==> src/rtl/wrst_sequencer_if.sv <==
// -----------------------------------------------------------------------------
// wrst_sequencer_if
//   Bundles the request/acknowledge handshake and the write-domain control
//   outputs of the write-side reset sequencer.
//
//   rst_req     : level request for a reset sequence (four-phase handshake)
//   rst_ack     : high while a completed sequence is acknowledged
//   fifo_wrst_n : active-low reset to the FIFO write domain
//   wr_allow    : high when the write side may issue writes
//   busy        : high whenever the sequencer is not idle
//   rst_count   : saturating count of completed sequences
//
//   master : the requester (drives rst_req, observes everything else)
//   slave  : the sequencer itself
// -----------------------------------------------------------------------------
interface wrst_sequencer_if #(
  parameter int CNT_OUT_W = 16
);
  logic                 rst_req;
  logic                 rst_ack;
  logic                 fifo_wrst_n;
  logic                 wr_allow;
  logic                 busy;
  logic [CNT_OUT_W-1:0] rst_count;

  modport master (
    output rst_req,
    input  rst_ack, fifo_wrst_n, wr_allow, busy, rst_count
  );

  modport slave (
    input  rst_req,
    output rst_ack, fifo_wrst_n, wr_allow, busy, rst_count
  );
endinterface

==> src/rtl/wrst_sequencer.sv <==
// -----------------------------------------------------------------------------
// wrst_sequencer
//   Write-domain reset sequencer. Holds fifo_wrst_n low for ASSERT_CYCLES
//   cycles, then keeps writes blocked for RECOVERY_CYCLES more cycles before
//   acknowledging. One sequence runs automatically after wrst, and one more
//   per accepted rst_req/rst_ack four-phase handshake.
//
//   Ports:
//     wclk : the single clock, rising edge
//     wrst : synchronous active-high reset; overrides everything, restarts
//            the sequence
//     bus  : wrst_sequencer_if.slave (rst_req in; rst_ack, fifo_wrst_n,
//            wr_allow, busy, rst_count out)
//
//   All outputs are decoded from registers only; rst_req has no
//   combinational path to any output.
// -----------------------------------------------------------------------------
module wrst_sequencer #(
  parameter int ASSERT_CYCLES   = 4,
  parameter int RECOVERY_CYCLES = 2,
  parameter int CNT_W           = 8,
  parameter int CNT_OUT_W       = 16
) (
  input  logic               wclk,
  input  logic               wrst,
  wrst_sequencer_if.slave    bus
);

  typedef enum logic [1:0] {
    S_IDLE,
    S_ASSERT,
    S_RECOVER,
    S_DONE
  } state_e;

  // Counter load values: the counter runs N-1 down to 0, giving N cycles.
  localparam logic [CNT_W-1:0] ASSERT_LOAD = CNT_W'(ASSERT_CYCLES - 1);
  localparam logic [CNT_W-1:0] REC_LOAD    =
      (RECOVERY_CYCLES > 0) ? CNT_W'(RECOVERY_CYCLES - 1) : '0;
  localparam logic [CNT_W-1:0]     CNT_ONE   = 1;
  localparam logic [CNT_OUT_W-1:0] COUNT_ONE = 1;

  state_e               state_q,     state_d;
  logic [CNT_W-1:0]     cnt_q,       cnt_d;
  logic [CNT_OUT_W-1:0] rst_count_q, rst_count_d;

  // NOTE: sequential state uses non-blocking assignments so every register
  // samples the pre-edge value of every other register.
  always_ff @(posedge wclk) begin
    if (wrst) begin
      // Reset lands directly in ASSERT so the post-reset sequence starts on
      // the reset edge itself.
      state_q     <= S_ASSERT;
      cnt_q       <= ASSERT_LOAD;
      rst_count_q <= '0;
    end else begin
      state_q     <= state_d;
      cnt_q       <= cnt_d;
      rst_count_q <= rst_count_d;
    end
  end

  // NOTE: every variable assigned here gets a default first, so no path
  // leaves it unassigned and no latch is inferred.
  always_comb begin
    state_d     = state_q;
    cnt_d       = cnt_q;
    rst_count_d = rst_count_q;

    unique case (state_q)
      S_IDLE: begin
        if (bus.rst_req) begin
          state_d = S_ASSERT;
          cnt_d   = ASSERT_LOAD;
        end
      end

      // rst_req is deliberately not looked at in ASSERT or RECOVER: a
      // glitchy request can neither stretch nor restart a running sequence.
      S_ASSERT: begin
        if (cnt_q != '0) begin
          cnt_d = cnt_q - CNT_ONE;
        end else if (RECOVERY_CYCLES > 0) begin
          state_d = S_RECOVER;
          cnt_d   = REC_LOAD;
        end else begin
          state_d = S_DONE;
          if (rst_count_q != '1) rst_count_d = rst_count_q + COUNT_ONE;
        end
      end

      S_RECOVER: begin
        if (cnt_q != '0) begin
          cnt_d = cnt_q - CNT_ONE;
        end else begin
          state_d = S_DONE;
          if (rst_count_q != '1) rst_count_d = rst_count_q + COUNT_ONE;
        end
      end

      // Hold the acknowledge until the requester drops rst_req; with no
      // request pending this is a single-cycle pulse.
      S_DONE: begin
        if (!bus.rst_req) state_d = S_IDLE;
      end

      default: begin
        state_d = S_IDLE;
      end
    endcase
  end

  assign bus.fifo_wrst_n = (state_q != S_ASSERT);
  assign bus.wr_allow    = (state_q == S_IDLE);
  assign bus.rst_ack     = (state_q == S_DONE);
  assign bus.busy        = (state_q != S_IDLE);
  assign bus.rst_count   = rst_count_q;

endmodule

==> src/flat_wrapper.sv <==
// flat-port wrapper written by rule: the top's interface ports become plain ports
module wrst_sequencer_flat 
#(
  parameter int ASSERT_CYCLES   = 4,
  parameter int RECOVERY_CYCLES = 2,
  parameter int CNT_W           = 8,
  parameter int CNT_OUT_W       = 16
)
  (wclk, wrst, bus_rst_req, bus_rst_ack, bus_fifo_wrst_n, bus_wr_allow, bus_busy, bus_rst_count);
  wrst_sequencer_if #(.CNT_OUT_W(CNT_OUT_W)) bus_i ();
  input  logic wclk;
  input  logic wrst;
  input wire logic [$bits(bus_i.rst_req)-1:0] bus_rst_req;
  output wire logic [$bits(bus_i.rst_ack)-1:0] bus_rst_ack;
  output wire logic [$bits(bus_i.fifo_wrst_n)-1:0] bus_fifo_wrst_n;
  output wire logic [$bits(bus_i.wr_allow)-1:0] bus_wr_allow;
  output wire logic [$bits(bus_i.busy)-1:0] bus_busy;
  output wire logic [$bits(bus_i.rst_count)-1:0] bus_rst_count;
  assign bus_i.rst_req = bus_rst_req;
  assign bus_rst_ack = bus_i.rst_ack;
  assign bus_fifo_wrst_n = bus_i.fifo_wrst_n;
  assign bus_wr_allow = bus_i.wr_allow;
  assign bus_busy = bus_i.busy;
  assign bus_rst_count = bus_i.rst_count;
  wrst_sequencer #(.ASSERT_CYCLES(ASSERT_CYCLES), .RECOVERY_CYCLES(RECOVERY_CYCLES), .CNT_W(CNT_W), .CNT_OUT_W(CNT_OUT_W)) u_core (.wclk(wclk), .wrst(wrst), .bus(bus_i));
endmodule
==> config.mk <==
export PLATFORM = sky130hd
export DESIGN_NAME = wrst_sequencer_flat
export DESIGN_NICKNAME = d
export VERILOG_FILES = /design/src/rtl/wrst_sequencer_if.sv /design/src/rtl/wrst_sequencer.sv /design/src/flat_wrapper.sv
export SDC_FILE = /design/constraint.sdc
export NUM_CORES = 1
export LEC_CHECK = 0
export CORE_ASPECT_RATIO = 0.5
export CORE_UTILIZATION = 53
export CTS_CLUSTER_SIZE = 8
export DETAILED_ROUTE_END_ITERATION = 7
export PLACE_DENSITY = 0.8
export SLEW_MARGIN = 25
export SYNTH_ARGS = -nofsm -noshare
export SYNTH_HDL_FRONTEND = slang
export SYNTH_SLANG_ARGS = --single-unit
export TNS_END_PERCENT = 100
==> constraint.sdc <==
create_clock -name wclk -period 2.65 [get_ports wclk]
set_input_delay 0.265 -clock wclk [delete_from_list [all_inputs] [get_ports wclk]]
set_output_delay 0.265 -clock wclk [all_outputs]
set_load 0.03 [all_outputs]
==> results.yml, run 1 <==
yosys:
  ys_warn_count: 0
  syn_avg_cell_area_sq_um: 8.88
  ys_types: 48
  ys_seq_area_share_pct: 33.1
  ys_ff_latch: 26
  synth_async_sr_flop_share_pct: 0
  synthCells: 177
  synth_edf_count: 0
  synth_area_sq_mm: 0.00157
  synth_fp_nets: 187
  ys.flop_type: "dfxtp_1"
clocking:
  post_cts_resized: 0
  cts_buffers: 3
  hold_buffers: 0
  cts.sinks: 26
  path_clk_slew_ns: 0.09
  cts_root_buf: "clkbuf_8"
  postCtsSetupBuffers: 0
  htree_levels: 1
  clk_path_buf_depth: 2
  cts_tree: "yes"
  clk_latency_ns: 0.28
worst_setup_path:
  r2r_cells: 7
  startpoint: "u_core.cnt_q[0]"
  critPathKind: "flop to flop"
  required_ns: 2.82
  reg2reg_slack_ns: 0.39
  cp_max_fo: 7
  r2r-start: "u_core.cnt_q[0]"
  end_kind: "flop"
  rr_endpoint: "u_core.bus.rst_count[10]"
  cp_data_arrival_time_ns: 2.44
  start_kind: "flop"
global_routing:
  grt_pass1_vias: 1181
  grt_pass1_wl_mm: 5.78
  overflow: 0
  grt_max_degree: 25
  antenna_found_initial: 0
  track_usage_pct: 24.9
floorplan:
  core_sq_mm: 0.00270
  dieArea_sq_mm: 0.00320
  initial_core_util_pct: 58.2
  top_level_ports: 23
  die_y_microns: 40.5
  placementRows: 13
  die_width_microns: 79.0
layout:
  layout.cells.non_filler: 238
  fillCellCount: 223
  regArea_sq_um: 520
  multi_input_area_sq_um: 993
  nNetsFinal: 212
  diodes: 0
  final_cell_area_sq_mm: 0.00190
  drive_above_1_share_pct: 7.96
  areaGrowthSynthToFinish_pct: 20.6
route:
  drt_iter0_drc: 90
  met2WireLength_mm: 1.71
  wirelength_mm: 3.72
  wirelength_met1_mm: 1.77
  dr_wl_met3_microns: 202
  viasPerCell: 6.00
  ant_nets: 0
  vias: 1427
  wire_per_inst_microns: 15.6
  post-route-drc-count: 0
  dr.pass1.iters: 4
  top_layer_used: "met4"
min_path:
  hold_path_class: "flop to flop"
  min_to: "u_core.bus.rst_count[14]"
  hold_depth: 2
  min_from: "u_core.bus.rst_count[14]"
timing:
  setup_tns_ns: 0
  period_share_pct: 85.5
  rsz0062_at_grt: "no"
  worst_slew_pin_slew_ns: 0.594
  fin_crit_ns: 2.26
  clock_skew_ns: 0.00448
  finalSetupViolCount: 0
  hold_viol: 0
  final-max-slew-violation-count: 0
  hold_slack_ns: 0.541
  fmax_mhz: 442
  slew_headroom_pct: 60.2
power:
  intPower_mw: 0.760
  peakVddDrop_mv: 0.468
  p_leak_nw: 0.658
  pwr-share-seq_pct: 38.4
  clkPwrFrac_pct: 21.9
  switching_share_pct: 37.5
  powerDensity_mw_per_mm2: 642
  finalPower_mw: 1.22
  power.switching_mw: 0.457
  combPwrFrac_pct: 39.8
outcome:
  status: "finished, final reports clean"
placed_design:
  gp_congestion: 0.857
  io_buffer_count: 22
  dpl_cell_area_sq_mm: 0.00184
  dp.cells: 234
  place_hpwl_mm: 2.66
run:
  maxCapViolCount: 0
## per-stage QoR
stage / setup WS (ns) / utilization [%]
5_1_grt: 0.261 / 70.2
3_3_place_gp: 0.593 / 68.2
4_1_cts: 0.398 / 70.2
3_5_place_dp: 0.449 / 68.2
2_1_floorplan: 0.564 / -
6_report: 0.385 / 70.2
## layout by cell type, fill, tap and decap left out, types with 4 or more instances in the layout
cell type	instances
clkbuf_8	4
clkdlybuf4s50_1	22
dfxtp_1	26
nor2b_1	4
o21ai_1	4
ha_1	7
a211oi_1	4
xnor2_1	12
inv_1	10
nand3_1	8
nor2_1	27
a21oi_1	9
nand2_1	6
nand4_1	7
nor3_1	4
## layer usage
metal,vias to the layer above,global-route usage (%)
met4,0,9.55
met5,-,0
met2,55,42.0
li1,706,-
met3,6,6.82
met1,660,31.5
## critical path, cell delays in order (launching register included)
cell and delay [ns]:
dfxtp_1 0.35, inv_1 0.11, ha_1 0.19, nor4b_4 0.40, nand3_1 0.32, a31oi_2 0.33
nand3_1 0.14, mux2_1 0.33
## synthesized netlist by cell type, types with 4 or more instances
library cell / count / area, sq um
a211oi_1: 4 / 30.0
clkbuf_1: 4 / 15.0
nand2_1: 6 / 22.5
inv_1: 10 / 37.5
nand4_1: 7 / 43.8
a21oi_1: 9 / 45.0
nor2_1: 27 / 101
nor2b_1: 4 / 25.0
xnor2_1: 12 / 105
o21ai_1: 4 / 20.0
nor3_1: 4 / 20.0
nand3_1: 8 / 40.0
ha_1: 7 / 87.6
dfxtp_1: 26 / 521
## cells by family (layout without fill, tap and decap cells)
family          after synthesis  after routing  synth area share, %
fa+ha+maj                     7              7                 5.57
compound gates               38             38                 19.7
simple gates                 74             74                 28.0
mux                           4              4                 2.63
xor+xnor                     13             13                 7.25
flops                        26             26                 33.1
buf+inv                      15             39                 3.66
## power groups by stage
stage	Clock, mW	Combinational, mW	Sequential (mW)
after floorplan	0	0.349	0.465
after global placement	0	0.454	0.472
after detailed placement	0	0.470	0.475
after CTS	0.270	0.477	0.465
after global routing	0.284	0.524	0.473
final	0.266	0.484	0.467
## how the worst max path moves through the flow
stage / endpoint / slack (ns) / depth (start not counted)
2_1_floorplan: u_core.bus.rst_count[10] / 0.56 / 6
3_3_place_gp: u_core.bus.rst_count[8] / 0.59 / 7
3_5_place_dp: u_core.bus.rst_count[10] / 0.45 / 7
4_1_cts: u_core.bus.rst_count[10] / 0.40 / 7
5_1_grt: u_core.bus.rst_count[10] / 0.26 / 7
6_report: u_core.bus.rst_count[10] / 0.39 / 7
## state kept, by name (all words and copies together) (netlist names)
signal                flops
u_core.bus.rst_count     16
u_core.state_q            2
u_core.cnt_q              8
## cell type report
class | instances | share of cell area, %
Timing Repair Buffer | 25 | 12.8
Inverter | 10 | 1.98
Multi-Input combinational cell | 136 | 52.4
Clock buffer | 4 | 2.90
Sequential cell | 26 | 27.5
Tap cell | 37 | 2.44
Note: power is estimated with default switching activity, not from simulation.
==> run 2: changes to the inputs <==
--- a/config.mk
+++ b/config.mk
@@ -9,7 +9,9 @@
 export CORE_UTILIZATION = 53
 export CTS_CLUSTER_SIZE = 8
 export DETAILED_ROUTE_END_ITERATION = 7
+export GPL_TIMING_DRIVEN = 0
 export PLACE_DENSITY = 0.8
+export SETUP_SLACK_MARGIN = 0.3
 export SLEW_MARGIN = 25
 export SYNTH_ARGS = -nofsm -noshare
 export SYNTH_HDL_FRONTEND = slang
==> run 2 against run 1 <==
- sequential power is essentially flat
- clock skew is essentially flat
- power shrank 5.4%
- sequential cell count is the same
- global-route usage shrank 3.1 points
- critical path type unchanged
- largest power group is now sequential cells
==> results.yml, run 2 (synthesized netlist as in run 1, its figures left out) <==
global_routing:
  grt_pass1_vias: 1130
  grt_pass1_wl_mm: 5.16
  track_usage_pct: 21.9
  antenna_found_initial: 0
  grt_max_degree: 14
  overflow: 0
timing:
  final-max-slew-violation-count: 0
  slew_headroom_pct: 57.4
  rsz0062_at_grt: "yes"
  hold_viol: 0
  finalSetupViolCount: 0
  fin_ws_ns: 0.397
  setup_tns_ns: 0
  fin_crit_ns: 2.25
  clock_skew_ns: 0.00399
  fmax_mhz: 444
  hold_slack_ns: 0.519
  worst_slew_pin_slew_ns: 0.634
  period_share_pct: 85.0
worst_setup_path:
  path_delay_family: "simple AND/OR/NAND/NOR gates"
  slowest_delay_ns: 0.46
  cp_cell_sequence: "inv_1, ha_1, nor4b_4, nand2_1, a221oi_1, mux2i_1, nor2_1"
  end_kind: "flop"
  rr_endpoint: "u_core.state_q[1]"
  cp_max_fo: 7
  start_kind: "flop"
  critPathCapture: "u_core.state_q[1]"
  crit_cells: 7
  critPathKind: "flop to flop"
  reg2reg_slack_ns: 0.40
  startpoint: "u_core.cnt_q[0]"
  slowest_stage: "a221oi_1"
  r2r_cells: 7
  crit_buf_inv: 1
  r2r-start: "u_core.cnt_q[0]"
  cp_data_arrival_time_ns: 2.40
  required_ns: 2.80
placed_design:
  io_buffer_count: 22
  place_hpwl_mm: 2.48
  dpl_cell_area_sq_mm: 0.00184
  gp_congestion: 0.852
  dp_slack_ns: 0.396
layout:
  nNetsFinal: 214
  utilization_pct: 70.1
  areaGrowthSynthToFinish_pct: 20.4
  diodes: 0
  final_cell_area_sq_mm: 0.00189
  largest_reg_flops: 16
  drive_above_1_share_pct: 7.43
  final_common_cell: "nor2_1"
  mostFrequentLayoutCells: "nor2_1 (27), dfxtp_1 (26), clkdlybuf4s50_1 (22), xnor2_1 (12), inv_1 (10)"
clocking:
  cts_tree: "yes"
  htree_levels: 1
  cts_root_buf: "clkbuf_8"
  postCtsSetupBuffers: 0
  clk_path_buf_depth: 2
  post_cts_resized: 0
  path_clk_slew_ns: 0.09
  hold_buffers: 0
  clk_latency_ns: 0.27
  cts_buffers: 3
  cts.sinks: 26
min_path:
  hold_depth: 2
  hold_path_class: "flop to flop"
floorplan:
  top_level_ports: 23
  initial_core_util_pct: 58.2
  dieArea_sq_mm: 0.00320
  core_sq_mm: 0.00270
  placementRows: 13
  die_y_microns: 40.5
  die_width_microns: 79.0
route:
  vias: 1384
  post-route-drc-count: 0
  viasPerCell: 5.79
  ant_nets: 0
  wirelength_mm: 3.26
  drt_iter0_drc: 76
  dr.pass1.iters: 4
  wire_per_inst_microns: 13.7
run:
  maxCapViolCount: 0
power:
  powerDensity_mw_per_mm2: 609
  p_leak_nw: 0.648
  peakVddDrop_mv: 0.499
outcome:
  status: "finished, final reports clean"
run 2: worst reg2reg max path: cells and delay by family (launching register included):
kind                       cells  cell delay, ns
and+or+nand+nor                3            0.78
AOI/OAI and AO/OA              1            0.46
adders and majority gates      1            0.20
buffers and inverters          1            0.11
muxes                          1            0.25
DFF                            1            0.34
run 2: worst min-delay path by stage:
stage | start | to | slack, ns
floorplan | wrst | u_core.bus.rst_count[10] | 0.46
global placement | u_core.bus.rst_count[14] | u_core.bus.rst_count[14] | 0.49
detailed placement | u_core.bus.rst_count[14] | u_core.bus.rst_count[14] | 0.50
CTS | u_core.bus.rst_count[14] | u_core.bus.rst_count[14] | 0.52
global route | u_core.bus.rst_count[14] | u_core.bus.rst_count[14] | 0.54
finish | u_core.bus.rst_count[14] | u_core.bus.rst_count[14] | 0.52
run 2: power breakdown:
group / leakage [nW] / switching, mW / internal, mW / total, mW
Clock: 0.0216 / 0.122 / 0.102 / 0.224
Sequential: 0.210 / 0.0416 / 0.423 / 0.465
Combinational: 0.416 / 0.265 / 0.198 / 0.463
run 2: metrics by stage:
step	instances	power (mW)
final	239	1.15
after global routing	239	1.23
after CTS	239	1.15
after detailed placement	236	0.924
after global placement	236	0.916
after floorplan	177	0.813
run 2: layout make-up:
type                       instances  area [sq um]
fill                             222           808
clock buffer                       3          41.3
tap                               37          46.3
timing repair buffer              22           220
buffer                             5          20.0
inverter                          10          37.5
multi-input combinational        136          1010
sequential                        26           520
run 2: per-layer routing:
metal | vias to the layer above | routed length (microns) | GRT usage (%)
li1 | 712 | - | -
met1 | 647 | 1710 | 28.1
met2 | 21 | 1400 | 36.0
met3 | 4 | 132 | 6.82
met4 | 0 | 23 | 6.82
met5 | - | 0 | 0
